### config.mk
export PLATFORM = sky130hd
export DESIGN_NAME = adder_err_monitor
export DESIGN_NICKNAME = d
export VERILOG_FILES = /design/src/rtl/adder_err_monitor.sv
export SDC_FILE = /design/constraint.sdc
export NUM_CORES = 1
export LEC_CHECK = 0
export ABC_AREA = 1
export CELL_PAD_IN_SITES_DETAIL_PLACEMENT = 0
export CELL_PAD_IN_SITES_GLOBAL_PLACEMENT = 2
export CORE_ASPECT_RATIO = 1.25
export CORE_MARGIN = 2
export CORE_UTILIZATION = 31
export DETAILED_ROUTE_END_ITERATION = 10
export GPL_ROUTABILITY_DRIVEN = 0
export PLACE_DENSITY = 0.81
export RECOVER_POWER = 50
export SYNTH_ARGS = -nofsm -noshare
export SYNTH_HDL_FRONTEND = slang
export SYNTH_SLANG_ARGS = --single-unit
### constraint.sdc
create_clock -name clk -period 3.9 [get_ports clk]
set_input_delay 0.78 -clock clk [delete_from_list [all_inputs] [get_ports clk]]
set_output_delay 0.78 -clock clk [all_outputs]
set_load 0.03 [all_outputs]
### src/rtl/adder_err_monitor.sv
// Error-metric monitor for an approximate adder result stream: recomputes the exact sum and
// accumulates error count, max and saturating sum of |error|. Define FIRST_MISMATCH_LOG_EN for first-mismatch capture.
module adder_err_monitor #(
   parameter int WIDTH     = 16,
   parameter int N_SAMPLES = 1000000,
   parameter int CNT_W     = 20,
   parameter int ACC_W     = 40
) (
   input  logic               clk,
   input  logic               rst,
   input  logic               start,
   input  logic               in_valid,
   output logic               in_ready,
   input  logic [WIDTH-1:0]   in0,
   input  logic [WIDTH-1:0]   in1,
   input  logic [WIDTH:0]     out0,
   output logic               busy,
   output logic               done,
   output logic [CNT_W-1:0]   sample_cnt,
   output logic [CNT_W-1:0]   err_cnt,
   output logic [WIDTH:0]     max_err,
   output logic [ACC_W-1:0]   sum_abs_err
`ifdef FIRST_MISMATCH_LOG_EN
   ,
   output logic               mm_valid,
   output logic [WIDTH-1:0]   mm_a,
   output logic [WIDTH-1:0]   mm_b,
   output logic [WIDTH:0]     mm_sum,
   output logic [CNT_W-1:0]   mm_index
`endif
);

   typedef enum logic [1:0] {IDLE, RUN, DRAIN, DONE} state_t;

   localparam logic [CNT_W-1:0] LAST_IDX = CNT_W'(N_SAMPLES - 1);

   state_t state, state_nxt;
   logic   transfer;
   logic   clear;

   logic               s1_valid;
   logic [WIDTH-1:0]   s1_a, s1_b;
   logic [WIDTH:0]     s1_sum;
   logic               s2_valid;
   logic [WIDTH:0]     s2_diff;
   logic [WIDTH:0]     exact, diff;
   logic [ACC_W:0]     sum_wide;

`ifdef FIRST_MISMATCH_LOG_EN
   logic [CNT_W-1:0]   s1_idx, s2_idx;
   logic [WIDTH-1:0]   s2_a, s2_b;
   logic [WIDTH:0]     s2_sum;
`endif

   assign transfer = in_valid & in_ready;

   always_ff @(posedge clk) begin
      if (rst) state <= IDLE;
      else     state <= state_nxt;
   end

   // DRAIN ends on the edge where the last sample leaves S2, so done and the final metric land together.
   always_comb begin
      state_nxt = state;
      in_ready  = 1'b0;
      busy      = 1'b0;
      done      = 1'b0;
      clear     = 1'b0;
      case (state)
         IDLE: begin
            if (start) begin
               state_nxt = RUN;
               clear     = 1'b1;
            end
         end
         RUN: begin
            in_ready = 1'b1;
            busy     = 1'b1;
            if (in_valid && sample_cnt == LAST_IDX) state_nxt = DRAIN;
         end
         DRAIN: begin
            busy = 1'b1;
            if (!s1_valid) state_nxt = DONE;
         end
         DONE: begin
            done = 1'b1;
            if (start) begin
               state_nxt = RUN;
               clear     = 1'b1;
            end
         end
         default: state_nxt = IDLE;
      endcase
   end

   // Compare before subtracting so the magnitude never wraps.
   assign exact    = {1'b0, s1_a} + {1'b0, s1_b};
   assign diff     = (exact >= s1_sum) ? (exact - s1_sum) : (s1_sum - exact);
   assign sum_wide = {1'b0, sum_abs_err} + (ACC_W+1)'(s2_diff);

   always_ff @(posedge clk) begin
      if (rst) begin
         s1_valid <= 1'b0;
         s1_a     <= '0;
         s1_b     <= '0;
         s1_sum   <= '0;
         s2_valid <= 1'b0;
         s2_diff  <= '0;
      end else begin
         s1_valid <= transfer;
         if (transfer) begin
            s1_a   <= in0;
            s1_b   <= in1;
            s1_sum <= out0;
         end
         s2_valid <= s1_valid;
         s2_diff  <= diff;
      end
   end

   always_ff @(posedge clk) begin
      if (rst || clear) begin
         sample_cnt  <= '0;
         err_cnt     <= '0;
         max_err     <= '0;
         sum_abs_err <= '0;
      end else begin
         if (transfer) sample_cnt <= sample_cnt + 1'b1;
         if (s2_valid && s2_diff != '0) begin
            err_cnt <= err_cnt + 1'b1;
            if (s2_diff > max_err) max_err <= s2_diff;
            sum_abs_err <= sum_wide[ACC_W] ? {ACC_W{1'b1}} : sum_wide[ACC_W-1:0];
         end
      end
   end

`ifdef FIRST_MISMATCH_LOG_EN
   // The sample index rides alongside the triple so the logged index matches the 0-based order of acceptance.
   always_ff @(posedge clk) begin
      if (rst) begin
         s1_idx <= '0;
         s2_idx <= '0;
         s2_a   <= '0;
         s2_b   <= '0;
         s2_sum <= '0;
      end else begin
         if (transfer) s1_idx <= sample_cnt;
         s2_idx <= s1_idx;
         s2_a   <= s1_a;
         s2_b   <= s1_b;
         s2_sum <= s1_sum;
      end
   end

   always_ff @(posedge clk) begin
      if (rst || clear) begin
         mm_valid <= 1'b0;
         mm_a     <= '0;
         mm_b     <= '0;
         mm_sum   <= '0;
         mm_index <= '0;
      end else if (s2_valid && s2_diff != '0 && !mm_valid) begin
         mm_valid <= 1'b1;
         mm_a     <= s2_a;
         mm_b     <= s2_b;
         mm_sum   <= s2_sum;
         mm_index <= s2_idx;
      end
   end
`endif

endmodule

==> results by stage, run 1 <==
Clock network:
- The maximum count of clock buffers along a single path is 2.
- The tree built by TritonCTS fans out to 167 sinks.
- The root buffer cell is clkbuf_16.
- The number of levels the H-tree was split into is 4.
- TritonCTS created 17 clock buffers.
- The clock tree from TritonCTS is built.
- The clock transition at the registers of the reported paths is 70 ps.
- The clock network latency to the later pin of the worst-skew pair is 450 ps.

Floorplanning:
- The core region is 37200 µm².
- The initialized floorplan defines 79 standard-cell rows.
- The floorplan step set the die height to 221 µm.
- The chip width is 177 µm.
- Once the floorplan was initialized, standard cells occupied 31.3% of the core.
- The top-level port count is 153.
- The die outline area is 39100 µm².

Synthesis:
- Ranked by total cell area, the synthesized netlist is headed by dfxtp_1 (29%), nand2_1 (14%), ha_1 (9.6%).
- The synthesized area per cell is 6.46 µm².
- The sequential element share of the synthesized area is 28.7%.
- Of all cell types, the one taking the most synthesized area is dfxtp_1.
- The distinct cell type count after synthesis is 46.
- Of the post-synthesis cell area, the dominant cell type holds 28.7%.
- The mapped netlist covers 11600 µm².
- The synthesized design contains 167 register bits.
- Synthesis produced a netlist with a net count of 1948.
- Synthesis produced a netlist whose cell count is 1802.
- The number of warnings printed during yosys synthesis is 0.

Timing:
- Summed over all failing endpoints, the final setup total negative slack is 0 ps.
- The number of failing hold endpoints at the final stage came to 0.
- The worst clock skew on the final layout is 9.47 ps.
- The post-layout minimum cycle time is 3550 ps.
- The final period utilization is 91.0%.
- The final number of max-transition violations is 71.
- The worst pin sits at a relative slew slack of -9.39%.
- The worst hold slack is 478 ps.
- At the pin with the least slew margin, the transition time is 1640 ps.
- Timing would allow up to 282 MHz.
- Setup violations remaining at the end of the flow were counted as 0.

Final layout:
- The final cell count without fillers is 2435.
- The area growth from synthesis to layout is 22.5%.
- For this run, the share of the core covered by cells in the final layout is 38.4%.
- 0 antenna diodes ended up in the layout.
- The fraction of layout instances using a drive strength above 1 is 5.39%.
- Fill cells in the final layout number 4096.
- At the end of the flow, the number of nets in the layout was 2082.

Outcome:
- The checks that failed: max-capacitance violations, max-slew violations.
- The flow ran to the end, but the final reports show violations.

Global route:
- Global routing used 18.0% of the available tracks across all layers.
- After global routing the overflow that remains totals 0.
- The first global-routing pass estimated 55700 µm of wire.
- The via count of the first global-routing pass was 10.8k.
- The number of antenna violations at the first check in global routing came to 0.
- Entering global routing, the biggest net connects 72 pins.

Worst setup path:
- Data on the critical path arrives at its endpoint at 3940 ps.
- STA classifies the critical path startpoint as an input port.
- The worst reg2reg path depth is 22.
- The minimum setup slack among reg-to-reg paths is 360 ps.
- The data required time at the worst endpoint is 4300 ps.
- The type of the worst setup path is in -> reg.
- In this run the worst path has a maximum fanout of 70.
- The startpoint identified for the worst register-to-register timing path is s1_a[0].
- STA classifies the critical path endpoint as a flip-flop.
- The endpoint of the lowest-slack register-to-register path is s2_diff[9].

Min path:
- The path with the worst hold slack has its endpoint at s1_sum[16].
- In this run the most critical hold path is launched from s1_sum[16].
- The worst hold path was traced through 2 stages.
- The tightest min-delay check is of the reg -> reg type.

Route:
- In the final routed layout, each cell accounts on average for 14.2 µm.
- The starting DRC count in detailed routing is 521.
- The first detailed-routing pass ran for 5 iterations.
- For this run, design rule violations remaining after detail routing come to 0.
- Wires add up to 34500 µm.
- Dividing the detail-routed via count by the number of cells gives 4.64.
- The remaining number of nets flagged by the antenna check after routing is 0.
- The number of vias in the routed layout is 11.3k.

Place:
- Port buffering added 152 buffers.
- The detailed placer's ending HPWL is 27000 µm.
- The number of instances in the placed design is 2398.

Power and ir drop:
- The total power after layout is 9.80 mW.
- The cell area power density is 688 nW/µm².
- The cell leakage power is 6.41 nW.
- The peak supply drop is 0.440 mV.

Job:
- Max-cap violations in this run came to 1.
## metrics by stage
stage          cell area [µm²]  worst slack, ps
3_5_place_dp             13600              175
4_1_cts                  14200              156
2_1_floorplan            11600              513
5_1_grt                  14300            -6.37
3_3_place_gp             13600              293
6_report                 14300              352
## metal layers
layer	track usage [%]	share of wire (%)	vias to the layer above
li1	-	-	6023
met1	21.5	44	5030
met2	32.3	50	198
met3	2.65	3.0	43
met4	6.89	2.5	0
met5	0	0	-
## state kept, by name, indices dropped and copies added, names as in the netlist, 2 cells and up
register / count
s1_b: 16
err_cnt: 20
state: 2
max_err: 17
s2_diff: 17
sample_cnt: 20
s1_sum: 17
s1_a: 16
sum_abs_err: 40
## logic make-up after synthesis
logic type | share of synthesized area [%]
DFF | 28.7
and+or+nand+nor | 32.2
xor gates and xnor gates | 4.44
AOI/OAI and AO/OA | 13.2
buffers and inverters | 11.2
adders and majority gates | 10.3
## critical path, cell delays in order
cell,delay (ps)
dlygate4sd3_1,530
buf_4,230
a21oi_4,130
clkbuf_2,1160
inv_2,660
a21oi_1,290
o21a_1,140
## repair_timing
item                                    in CTS  in global routing
endpoints found under the hold margin        0                  0
setup buffers                                0                  5
hold buffers                                 0                  0
endpoints found under the setup margin       0                 16
gates resized for setup                      0                  4
## synthesized netlist by cell type (all sizes together)
library cell / number
a211oi: 1
a21boi: 1
a21o: 1
a21oi: 161
a31oi: 4
and2: 1
buf: 21
clkbuf: 32
clkinv: 1
dfxtp: 167
fa: 4
ha: 89
inv: 271
nand2: 463
nand3: 121
nand3b: 10
nand4: 30
nor2: 199
nor3: 34
nor3b: 6
nor4: 4
o211ai: 1
o21a: 2
o21ai: 110
o21bai: 7
o22ai: 1
or2: 1
xnor2: 24
xor2: 35
## power by group
part	leakage (nW)	internal (mW)	switching (mW)
logic	4.76	2.09	3.70
clock network	0.293	1.05	0.769
registers	1.36	1.95	0.239
## worst max-delay path by stage
stage	cells after the start	to	startpoint
final	7	sample_cnt[12]	rst
after global routing	22	s2_diff[9]	s1_a[0]
after CTS	20	s2_diff[10]	s1_a[0]
after detailed placement	20	s2_diff[10]	s1_a[0]
after global placement	22	s2_diff[13]	s1_a[0]
after floorplan	23	s2_diff[8]	s1_a[0]
## layout make-up
| cell class | count | area (µm²) | share of cell area [%] |
|---|---|---|---|
| Sequential cell | 167 | 3340 | 23.5 |
| Clock buffer | 19 | 453 | 3.18 |
| Clock inverter | 13 | 169 | 1.18 |
| Tap cell | 486 | 608 | 4.27 |
| Timing Repair Buffer | 168 | 1650 | 11.6 |
| Inverter | 272 | 1030 | 7.20 |
| Multi-Input combinational cell | 1310 | 7010 | 49.2 |
## layout by cell type (no fill, tap or decap), types with 35 or more instances in the layout
cell and instances:
dfxtp_1 167, nand2_1 444, nor2_1 191, dlygate4sd3_1 56, clkdlybuf4s50_1 96, xor2_1 35
ha_1 88, nand3_1 117, o21ai_0 102, a21oi_1 146, inv_1 264
Power figures use the tool's default switching activity.
==> inputs of run 2 (changes only) <==
Settings changed: CTS_CLUSTER_DIAMETER set to 60, SKIP_CTS_REPAIR_TIMING set to 1.
==> results of run 2 <==
The final DEF is identical to that of run 1; final timing and power are the same.
